## config.mk

```make
export PLATFORM = sky130hd
export DESIGN_NAME = acc_seq_ctrl
export DESIGN_NICKNAME = d
export VERILOG_FILES = /design/src/rtl/acc_seq_pkg.sv /design/src/rtl/acc_seq_ctrl_ovf.sv /design/src/rtl/acc_seq_ctrl.sv
export SDC_FILE = /design/constraint.sdc
export NUM_CORES = 1
export LEC_CHECK = 0
export CORE_UTILIZATION = 44
export CTS_BUF_LIST = sky130_fd_sc_hd__clkbuf_8
export CTS_CLUSTER_SIZE = 10
export DETAILED_ROUTE_END_ITERATION = 12
export HOLD_SLACK_MARGIN = 0.08
export PLACE_DENSITY = 0.78
export SLEW_MARGIN = 10
export SYNTH_ARGS = -nofsm -noshare
export SYNTH_HDL_FRONTEND = slang
export SYNTH_SLANG_ARGS = --single-unit
```

## constraint.sdc

```tcl
create_clock -name clock -period 1.62 [get_ports clock]
set_input_delay 0.324 -clock clock [delete_from_list [all_inputs] [get_ports clock]]
set_output_delay 0.324 -clock clock [all_outputs]
set_load 0.02 [all_outputs]
```

## src/rtl/acc_seq_pkg.sv

```systemverilog
// acc_seq_pkg: shared encodings for the accumulator command sequencer.
// Holds the command opcodes, the ALU function codes, the controller state
// enumeration and the command-to-ALU opcode mapping.
package acc_seq_pkg;

    typedef enum logic [2:0] {
        CMD_NOP  = 3'd0,
        CMD_LOAD = 3'd1,
        CMD_ADD  = 3'd2,
        CMD_SUB  = 3'd3,
        CMD_AND  = 3'd4,
        CMD_OR   = 3'd5,
        CMD_XOR  = 3'd6,
        CMD_CLR  = 3'd7
    } cmd_op_e;

    typedef enum logic [2:0] {
        ALU_PASS_B = 3'd0,
        ALU_ADD    = 3'd1,
        ALU_SUB    = 3'd2,
        ALU_AND    = 3'd3,
        ALU_OR     = 3'd4,
        ALU_XOR    = 3'd5
    } alu_op_e;

    typedef enum logic [1:0] {
        ST_IDLE  = 2'd0,
        ST_EXEC  = 2'd1,
        ST_WRITE = 2'd2,
        ST_RESP  = 2'd3
    } state_e;

    // Width of the EXEC dwell counter; covers EXEC_CYCLES up to 15.
    localparam int CNT_W = 4;

    // LOAD, NOP and CLR all route operand B straight through the ALU.
    function automatic alu_op_e cmd_to_alu(input cmd_op_e op);
        case (op)
            CMD_ADD: return ALU_ADD;
            CMD_SUB: return ALU_SUB;
            CMD_AND: return ALU_AND;
            CMD_OR:  return ALU_OR;
            CMD_XOR: return ALU_XOR;
            default: return ALU_PASS_B;
        endcase
    endfunction

endpackage

```

## src/rtl/acc_seq_ctrl_ovf.sv

```systemverilog
// acc_seq_ovf: DATA_W-bit unsigned carry/borrow detector.
// Flags a carry out of a + b, or a borrow of a - b when sub_i is set.
module acc_seq_ovf #(
    parameter int DATA_W = 8
) (
    input  logic [DATA_W-1:0] a_i,
    input  logic [DATA_W-1:0] b_i,
    input  logic              sub_i,
    output logic              ovf_o
);

    logic [DATA_W:0] ext_add;
    logic [DATA_W:0] ext_sub;

    // One extra bit catches the carry, or the wrap-around borrow.
    assign ext_add = {1'b0, a_i} + {1'b0, b_i};
    assign ext_sub = {1'b0, a_i} - {1'b0, b_i};
    assign ovf_o   = sub_i ? ext_sub[DATA_W] : ext_add[DATA_W];

endmodule

```

## src/rtl/acc_seq_ctrl.sv

```systemverilog
// acc_seq_ctrl: multi-cycle command sequencer mastering the ALU and the
// accumulator. Accepts a command, holds ALU inputs for EXEC_CYCLES, fires
// one write or clear strobe, then returns the accumulator value.
// Optional feature macro: ACC_SEQ_OVF_EN (unsigned ADD/SUB overflow
// detection with write suppression and a sticky ovf flag).
module acc_seq_ctrl
    import acc_seq_pkg::*;
#(
    parameter int DATA_W      = 8,
    parameter int EXEC_CYCLES = 2
) (
    input  logic              clock,
    input  logic              reset,
    input  logic              cmd_valid,
    output logic              cmd_ready,
    input  logic [2:0]        cmd_op,
    input  logic [DATA_W-1:0] cmd_data,
    output logic [2:0]        alu_op,
    output logic [DATA_W-1:0] alu_b,
    input  logic [DATA_W-1:0] acc_value,
    output logic              acc_update,
    output logic              acc_clear,
    output logic              rsp_valid,
    input  logic              rsp_ready,
    output logic [DATA_W-1:0] rsp_data,
    output logic              ovf,
    output logic              busy
);

    localparam logic [CNT_W-1:0] CNT_LOAD = CNT_W'(EXEC_CYCLES - 1);

    state_e            state_q;
    cmd_op_e           op_q;
    cmd_op_e           cmd_in;
    alu_op_e           alu_op_q;
    logic [DATA_W-1:0] alu_b_q;
    logic [CNT_W-1:0]  cnt_q;
    logic              acc_update_q;
    logic              acc_clear_q;
    logic              rsp_valid_q;
    logic              rsp_first_q;
    logic [DATA_W-1:0] rsp_data_q;
    logic              exec_done;
    logic              ovf_hit;

    assign cmd_in    = cmd_op_e'(cmd_op);
    assign exec_done = (state_q == ST_EXEC) && (cnt_q == '0);

`ifdef ACC_SEQ_OVF_EN
    logic carry;
    logic ovf_q;

    acc_seq_ovf #(
        .DATA_W (DATA_W)
    ) u_ovf (
        .a_i   (acc_value),
        .b_i   (alu_b_q),
        .sub_i (op_q == CMD_SUB),
        .ovf_o (carry)
    );

    assign ovf_hit = carry && ((op_q == CMD_ADD) || (op_q == CMD_SUB));

    // Sticky overflow: set by a suppressed ADD/SUB, cleared only by CLR.
    always_ff @(posedge clock or negedge reset) begin
        if (!reset) begin
            ovf_q <= 1'b0;
        end else if (exec_done) begin
            if (op_q == CMD_CLR)
                ovf_q <= 1'b0;
            else if (ovf_hit)
                ovf_q <= 1'b1;
        end
    end

    assign ovf = ovf_q;
`else
    assign ovf_hit = 1'b0;
    assign ovf     = 1'b0;
`endif

    // Command FSM with registered ALU inputs, strobes and response valid.
    always_ff @(posedge clock or negedge reset) begin
        if (!reset) begin
            state_q      <= ST_IDLE;
            op_q         <= CMD_NOP;
            alu_op_q     <= ALU_PASS_B;
            alu_b_q      <= '0;
            cnt_q        <= '0;
            acc_update_q <= 1'b0;
            acc_clear_q  <= 1'b0;
            rsp_valid_q  <= 1'b0;
            rsp_first_q  <= 1'b0;
            rsp_data_q   <= '0;
        end else begin
            case (state_q)
                ST_IDLE: begin
                    if (cmd_valid) begin
                        op_q     <= cmd_in;
                        alu_op_q <= cmd_to_alu(cmd_in);
                        alu_b_q  <= (cmd_in == CMD_CLR) ? '0 : cmd_data;
                        cnt_q    <= CNT_LOAD;
                        if (cmd_in == CMD_NOP) begin
                            state_q     <= ST_RESP;
                            rsp_valid_q <= 1'b1;
                            rsp_first_q <= 1'b1;
                        end else begin
                            state_q <= ST_EXEC;
                        end
                    end
                end
                ST_EXEC: begin
                    if (cnt_q == '0) begin
                        state_q <= ST_WRITE;
                        if (op_q == CMD_CLR)
                            acc_clear_q <= 1'b1;
                        else if (!ovf_hit)
                            acc_update_q <= 1'b1;
                    end else begin
                        cnt_q <= cnt_q - 1'b1;
                    end
                end
                ST_WRITE: begin
                    acc_update_q <= 1'b0;
                    acc_clear_q  <= 1'b0;
                    rsp_valid_q  <= 1'b1;
                    rsp_first_q  <= 1'b1;
                    state_q      <= ST_RESP;
                end
                ST_RESP: begin
                    // The accumulator settles on RESP entry; freeze it once.
                    rsp_first_q <= 1'b0;
                    if (rsp_first_q)
                        rsp_data_q <= acc_value;
                    if (rsp_ready) begin
                        rsp_valid_q <= 1'b0;
                        state_q     <= ST_IDLE;
                    end
                end
                default: state_q <= ST_IDLE;
            endcase
        end
    end

    // In the RESP entry cycle the freshly written accumulator is passed
    // through; it cannot move afterwards because this block is its only master.
    assign rsp_data   = rsp_first_q ? acc_value : rsp_data_q;
    assign cmd_ready  = (state_q == ST_IDLE);
    assign busy       = (state_q != ST_IDLE);
    assign alu_op     = alu_op_q;
    assign alu_b      = alu_b_q;
    assign acc_update = acc_update_q;
    assign acc_clear  = acc_clear_q;
    assign rsp_valid  = rsp_valid_q;

endmodule

```

==> impl_metrics.env, run 1 <==
export IMPL_setup_viol=2
export IMPL_finalHoldViolations=0
export IMPL_critPathCaptureType="register"
export IMPL_syn_area_um2=1612
export IMPL_path_clk_slew_ns=0.06
export IMPL_drv_cap=0
export IMPL_grt_pass1_wl_mm=6.589
export IMPL_cts_root_buf="clkbuf_8"
export IMPL_cts_made_buffers=5
export IMPL_leakage_nw=1.140
export IMPL_skew_ns=0.004869
export IMPL_max_stage_delay_ns=0.39
export IMPL_fin_crit_sh_pct=100.4
export IMPL_coreArea_um2=3416
export IMPL_hp_class="input port to asynchronous set/reset pin"
export IMPL_clk_insertion_delay_late_ns=0.28
export IMPL_rsz0062_at_grt="yes"
export IMPL_critPathSlowestCell="dfrtp_1"
export IMPL_syn_instance_count=144
export IMPL_finalWirelength_mm=4.037
export IMPL_grt_pass1_vias=1459
export IMPL_crit_fanout=7
export IMPL_antenna_found_initial=0
export IMPL_dieArea_um2=3909
export IMPL_first_iter_violations=27
export IMPL_critPathRequiredTime_ns=1.76
export IMPL_synth_seq_cells=32
export IMPL_power_density_nw_per_um2=2079
export IMPL_n_antenna_cell=0
export IMPL_nNetsFinal=246
export IMPL_layout_setup_ws_ns=-0.006235
export IMPL_route_detailed_drc=0
export IMPL_cp_endpoint="cnt_q[2]$_DFFE_PN0P_"
export IMPL_irDropWorstVdd_mv=0.9774
export IMPL_num_vias=1420
export IMPL_ys_seq_area_share_pct=49.69
export IMPL_grt_max_degree=33
export IMPL_reg2reg_from="cnt_q[1]$_DFFE_PN0P_"
export IMPL_hpwlAfterDp_mm=2.923
export IMPL_synth_nets=174
export IMPL_die_x_um=62.52
export IMPL_crit_chain="inv_2 -> ha_4 -> buf_4 -> nor3b_1 -> buf_4 -> nor3_1 -> mux2i_1 -> o21ai_1"
export IMPL_ff2ff_setup_slack_ns=-0.006
export IMPL_synth_top_area_share_pct=49.69
export IMPL_wire_per_inst_um=15.35
export IMPL_yosys_area_top_type="dfrtp_1"
export IMPL_holdWs_ns=0.4403
export IMPL_gp_congestion=0.7633
export IMPL_cts_tree="yes"
export IMPL_vias_per_cell=5.399
export IMPL_cts_sinks=32
export IMPL_synth_warnings=0
export IMPL_netlist_top_cells_area="dfrtp_1 50%, mux2_2 13%, ha_1 5.4%"
export IMPL_clock_fmax_mhz=614.9
export IMPL_die_y_um=62.52
export IMPL_cts_htree_levels=2
export IMPL_rows=21
export IMPL_cts_buffer_depth=2
export IMPL_firstDrtPassIters=4
export IMPL_start_util_pct=47.18
export IMPL_start_kind="register"
export IMPL_groute_usage_overall_pct=21.28
export IMPL_crit_start="cnt_q[1]$_DFFE_PN0P_"
export IMPL_port_buffers=46
export IMPL_cp_data_arrival_time_ns=1.77
export IMPL_pre_cts_slack_ns=-0.2640
export IMPL_final_max_slew_viol_count=0
export IMPL_worstReg2RegEnd="cnt_q[2]$_DFFE_PN0P_"
export IMPL_critPathMostFrequentCell="buf_4"
export IMPL_drtAntennaViolNets=0
export IMPL_grt_ovfl_total=0
export IMPL_fin_crit_ns=1.626
export IMPL_drive_gt1_share_pct=34.10
export IMPL_synth_distinct_cells=32
export IMPL_io_pins=48
export IMPL_syn_area_per_cell_um2=11.19
export IMPL_violations="negative setup slack"
export IMPL_criticalPathCategory="register to register"
export IMPL_status="finished with violations"
export IMPL_r2r_cells=8
export IMPL_area_growth_pct=54.81
-- how the worst min path moves through the flow --
| stage | from | to | slack, ns | depth (start not counted) |
|---|---|---|---|---|
| after floorplan | reset | acc_clear$_DFFE_PN0P_ | 0.03 | 0 |
| after CTS | reset | state_q[1]$_DFFE_PN0P_ | 0.45 | 2 |
| final | reset | cnt_q[1]$_DFFE_PN0P_ | 0.44 | 2 |
| after global routing | reset | cnt_q[1]$_DFFE_PN0P_ | 0.49 | 2 |
| after global placement | alu_op[0]$_DFFE_PN0P_ | alu_op[0]$_DFFE_PN0P_ | 0.47 | 2 |
| after detailed placement | alu_op[1]$_DFFE_PN0P_ | alu_op[1]$_DFFE_PN0P_ | 0.49 | 2 |
-- synthesized netlist by cell type --
cell type	instances
a21oi_1	3
a221oi_4	1
a22o_1	8
a22oi_1	1
a31oi_1	3
and3_1	2
and3_4	1
buf_1	1
buf_2	1
buf_4	1
clkbuf_1	4
conb_1	1
dfrtp_1	32
ha_1	7
inv_1	7
mux2_2	18
mux2i_1	2
nand2_1	8
nand2_2	1
nand3_1	2
nor2_1	8
nor2b_1	2
nor3_1	3
nor3b_1	1
o211ai_1	3
o21ai_0	12
o21ai_1	3
o311a_1	1
o31a_1	1
o31ai_1	4
or3b_4	1
xnor2_1	1
-- per-layer routing --
layer	global-route usage, %	vias up	routed length (um)	share of wire, %
met5	0	-	0	0
met4	6.105	0	68	1.7
met3	5.109	7	219	5.4
met2	39.40	57	2120	53
met1	23.99	693	1628	40
li1	-	663	-	-
-- cell families (layout without fill, tap and decap cells) --
logic type | count (synthesis) | count (layout) | share of synthesized area, %
buf+inv | 14 | 87 | 3.571
other cells | 1 | 1 | 0.2327
compound gates | 40 | 40 | 17.62
mux | 20 | 20 | 13.82
xor+xnor | 1 | 1 | 0.5436
simple gates | 29 | 29 | 9.084
fa+ha+maj | 7 | 7 | 5.435
flops | 32 | 32 | 49.69
-- layout by cell type (no fill, tap or decap), drive strengths merged --
cell	instances
clkbuf	7
nor2b	2
and3	3
o311a	1
mux2i	2
conb	1
xnor2	1
mux2	18
clkdlybuf4s50	34
dlymetal6s2s	1
nor3b	1
or3b	1
dlygate4sd2	1
nor2	8
inv	9
a22oi	1
a221oi	1
buf	34
ha	7
nand3	2
a21oi	3
nor3	3
o31ai	4
nand2	9
o21ai	15
a31oi	3
o31a	1
clkdlybuf4s15	1
a22o	8
o211ai	3
dfrtp	32
-- per-stage QoR --
stage / util, % / cell area [um^2] / setup TNS (ns) / cells / total power (W)
6_report: 73.04 / 2495 / -0.007839 / 263 / 0.005186
4_1_cts: 68.86 / 2352 / -0.07025 / 261 / 0.004818
3_3_place_gp: 66.52 / 2272 / -2.576 / 251 / 0.004091
2_1_floorplan: - / 1620 / 0 / 144 / 0.003031
3_5_place_dp: 66.52 / 2272 / -3.133 / 251 / 0.004239
5_1_grt: 73.04 / 2495 / -0.2384 / 263 / 0.005499
-- flip-flops by register name, indices dropped and copies added (netlist names) --
signal,count
acc_update,1
op_q,3
acc_clear,1
state_q,2
alu_op,3
rsp_data_q,8
rsp_first_q,1
cnt_q,4
rsp_valid,1
alu_b,8
-- final cells by class --
type / count / area, um^2
fillers: 246 / 920.9
multi-input cells: 98 / 849.6
flip-flops and latches: 32 / 800.8
repair buffers: 72 / 670.6
clock buffers: 6 / 82.58
well taps: 46 / 57.56
inverters: 7 / 26.28
clock inverters: 2 / 7.507
-- power breakdown --
part           internal, W  switching [W]  total, W
registers          0.00119       0.000254   0.00145
logic              0.00166        0.00148   0.00314
clock network     0.000333       0.000269  0.000603
total              0.00318        0.00201   0.00519
-- critical path, delay by kind of cell, from the launching register on --
family,cells,cell delay [ns]
DFF,1,0.39
buffers and inverters,3,0.38
and+or+nand+nor,2,0.27
muxes,1,0.21
adders and majority gates,1,0.13
AOI/OAI and AO/OA,1,0.11
-- what timing repair did --
action	4_1_cts	5_1_grt
gates resized for setup	43	39
hold buffers	0	0
buffers inserted	2	2
pin swaps	3	3
endpoints found under the setup margin	16	28
gates cloned	0	0
endpoints found under the hold margin	0	0
Power figures use the tool's default switching activity.
==> run 2: changes to the inputs <==
--- a/config.mk
+++ b/config.mk
@@ -5,6 +5,7 @@
 export SDC_FILE = /design/constraint.sdc
 export NUM_CORES = 1
 export LEC_CHECK = 0
+export ABC_AREA = 1
 export CORE_UTILIZATION = 44
 export CTS_BUF_LIST = sky130_fd_sc_hd__clkbuf_8
 export CTS_CLUSTER_SIZE = 10
==> run 2 against run 1 <==
The flow now finishes without violations. Flip-flop and latch count did not move. Sequential share of layout area rose by 2.6 points. Register-to-register slack improved by 0.18 ns. Synthesized cell count rose by 41%. Critical path type is now register to output port. Largest power group unchanged. Highest routed layer unchanged.
==> impl_metrics.env, run 2 <==
export IMPL_synth_edff_count=0
export IMPL_max_stage_delay_ns=0.61
export IMPL_firstDrtPassIters=4
export IMPL_internal_power_w=0.002798
export IMPL_n_antenna_cell=0
export IMPL_mostFrequentLayoutCells="74 x nand2_1, 36 x clkdlybuf4s50_1, 32 x dfrtp_1, 22 x inv_1"
export IMPL_pre_cts_slack_ns=-0.2851
export IMPL_fill_cells=299
export IMPL_synth_distinct_cells=22
export IMPL_worst_path_buf_inv=1
export IMPL_placed_area_um2=2247
export IMPL_ys_seq_area_share_pct=49.77
export IMPL_cts_made_buffers=5
export IMPL_p_switching_w=0.001985
export IMPL_area_growth_pct=43.62
export IMPL_start_util_pct=47.11
export IMPL_route_detailed_drc=0
export IMPL_num_vias=1494
export IMPL_grt_max_degree=33
export IMPL_synth_xor_area_share_pct=0
export IMPL_drive_gt1_share_pct=15.99
export IMPL_crit_family="buffers and inverters"
export IMPL_finalHoldViolations=0
export IMPL_routed_wl_met3_um=139
export IMPL_clk_insertion_delay_late_ns=0.28
export IMPL_cts_buffer_depth=2
export IMPL_crit_fanout=2
export IMPL_rows=21
export IMPL_rsz0062_at_grt="no"
export IMPL_setup_viol=0
export IMPL_crit_chain="clkdlybuf4s50_1"
export IMPL_cts_root_buf="clkbuf_8"
export IMPL_synth_top_family_by_area="simple AND/OR/NAND/NOR gates"
export IMPL_async_flop_share_pct=100.0
export IMPL_synthMuxAreaShare_pct=0
export IMPL_syn_area_um2=1609
export IMPL_post_route_util_pct=67.66
export IMPL_die_y_um=62.47
export IMPL_holdWs_ns=0.3992
export IMPL_synth_commonest_cells="74 x nand2_1, 32 x dfrtp_1, 22 x o21ai_0"
export IMPL_final_common_cell="nand2_1"
export IMPL_cts_htree_levels=2
export IMPL_wire_per_inst_um=10.73
export IMPL_ys_flop_type="dfrtp_1"
export IMPL_wl_met1_mm=1.595
export IMPL_leakage_nw=1.180
export IMPL_combinationalPowerShare_pct=55.9
export IMPL_synth_compound_area_share_pct=9.953
export IMPL_syn_instance_count=203
export IMPL_clock_fmax_mhz=636.3
export IMPL_sw_frac_of_total_pct=41.50
export IMPL_synth_nets=233
export IMPL_synth_top_area_share_pct=49.77
export IMPL_cts_hold_buffers=0
export IMPL_cts_tree="yes"
export IMPL_grt_pass1_vias=1446
export IMPL_groute_usage_overall_pct=20.15
export IMPL_met2_length_mm=1.567
export IMPL_grt_ovfl_total=0
export IMPL_skew_ns=0.006592
export IMPL_cts_sinks=32
export IMPL_yosys_area_top_type="dfrtp_1"
export IMPL_power_density_nw_per_um2=2069
export IMPL_finalWirelength_mm=3.381
export IMPL_critPathRequiredTime_ns=1.30
export IMPL_antenna_found_initial=0
export IMPL_path_clk_slew_ns=0.07
export IMPL_seq_area_um2=800.8
export IMPL_port_buffers=46
export IMPL_start_kind="register"
export IMPL_synth_warnings=0
export IMPL_fin_crit_sh_pct=97.02
export IMPL_gp_congestion=0.7616
export IMPL_crit_start="alu_b[6]$_DFFE_PN0P_"
export IMPL_routed_top_layer="met4"
export IMPL_vias_per_cell=4.743
export IMPL_hp_class="input port to asynchronous set/reset pin"
export IMPL_first_iter_violations=51
export IMPL_die_x_um=62.47
export IMPL_yosys_cell_count_top_type="nand2_1"
export IMPL_drtAntennaViolNets=0
export IMPL_fin_crit_ns=1.572
export IMPL_critPathSlowestCell="clkdlybuf4s50_1"
export IMPL_criticalPathCategory="register to output port"
export IMPL_layout_setup_ws_ns=0.04833
export IMPL_drv_cap=0
export IMPL_nNetsFinal=298
export IMPL_reg2reg_from="state_q[0]$_DFFE_PN0P_"
export IMPL_io_pins=48
export IMPL_cp_data_arrival_time_ns=1.25
export IMPL_coreArea_um2=3416
export IMPL_syn_area_per_cell_um2=7.926
export IMPL_multi_input_area_um2=685.7
export IMPL_fin_area_um2=2311
export IMPL_hpwlAfterDp_mm=2.473
export IMPL_grt_pass1_wl_mm=6.141
export IMPL_seqPwrFrac_pct=28.9
export IMPL_status="finished, final reports clean"
export IMPL_p_clk_share_pct=15.2
export IMPL_dieArea_um2=3903
export IMPL_synth_seq_cells=32
export IMPL_final_max_slew_viol_count=0
export IMPL_netlist_top_cells_area="dfrtp_1 50%, nand2_1 17%, o21ai_0 6.8%"
export IMPL_critPathCaptureType="output port"
export IMPL_yosys_area_share_simple_pct=26.75
export IMPL_irDropWorstVdd_mv=1.049
export IMPL_synth_adder_area_share_pct=5.443
## run 2: worst paths after layout
kind / to / slack (ns) / cells past startpoint
max in group asynchronous: acc_clear$_DFFE_PN0P_ / 1.05 / 2
hold / removal: rsp_data_q[2]$_DFFE_PN0N_ / 0.40 / 2
min in group clock: rsp_valid$_DFFE_PN0P_ / 0.48 / 2
hold reg to reg: rsp_valid$_DFFE_PN0P_ / 0.48 / 2
setup / recovery: alu_b[6] / 0.05 / 1
setup reg to reg: state_q[0]$_DFFE_PN0P_ / 0.17 / 9
## run 2: timing repair
action                                  CTS  global route
endpoints found under the hold margin     0             0
resized for setup                        38            15
cloned                                    0             0
setup buffers                             0             0
endpoints found under the setup margin   19            18
## run 2: power groups by stage
stage                     sequential, W  combinational, W  clock, W
final                           0.00138           0.00267  0.000728
after global placement          0.00139           0.00271         0
after floorplan                 0.00158           0.00137         0
after detailed placement        0.00139           0.00278         0
after CTS                       0.00138           0.00271  0.000744
after global routing            0.00142           0.00301  0.000780
## run 2: layer usage
layer / GRT usage [%] / up-vias
met5: 0 / -
met4: 11.34 / 0
met3: 3.832 / 8
met2: 32.74 / 35
met1: 25.06 / 683
li1: - / 768
## run 2: logic make-up (layout without fill, tap and decap cells)
kind of cell	count (synthesis)	after routing
AOI/OAI and AO/OA	30	30
adders and majority gates	7	7
buffers and inverters	29	95
DFF	32	32
other	1	1
and+or+nand+nor	104	104
## run 2: through the flow
stage / total power (W) / TNS (ns) / std cells
floorplan: 0.002953 / 0 / 203
finish: 0.004782 / 0 / 315
CTS: 0.004837 / -0.1837 / 315
global route: 0.005211 / 0 / 315
global placement: 0.004100 / -2.181 / 307
detailed placement: 0.004167 / -2.537 / 307
## run 2: cell type report
type	count	area share, %
well taps	46	2.491
clock buffers	5	2.978
multi-input cells	142	29.67
clock inverters	3	1.678
repair buffers	64	24.69
inverters	23	3.844
flip-flops and latches	32	34.65
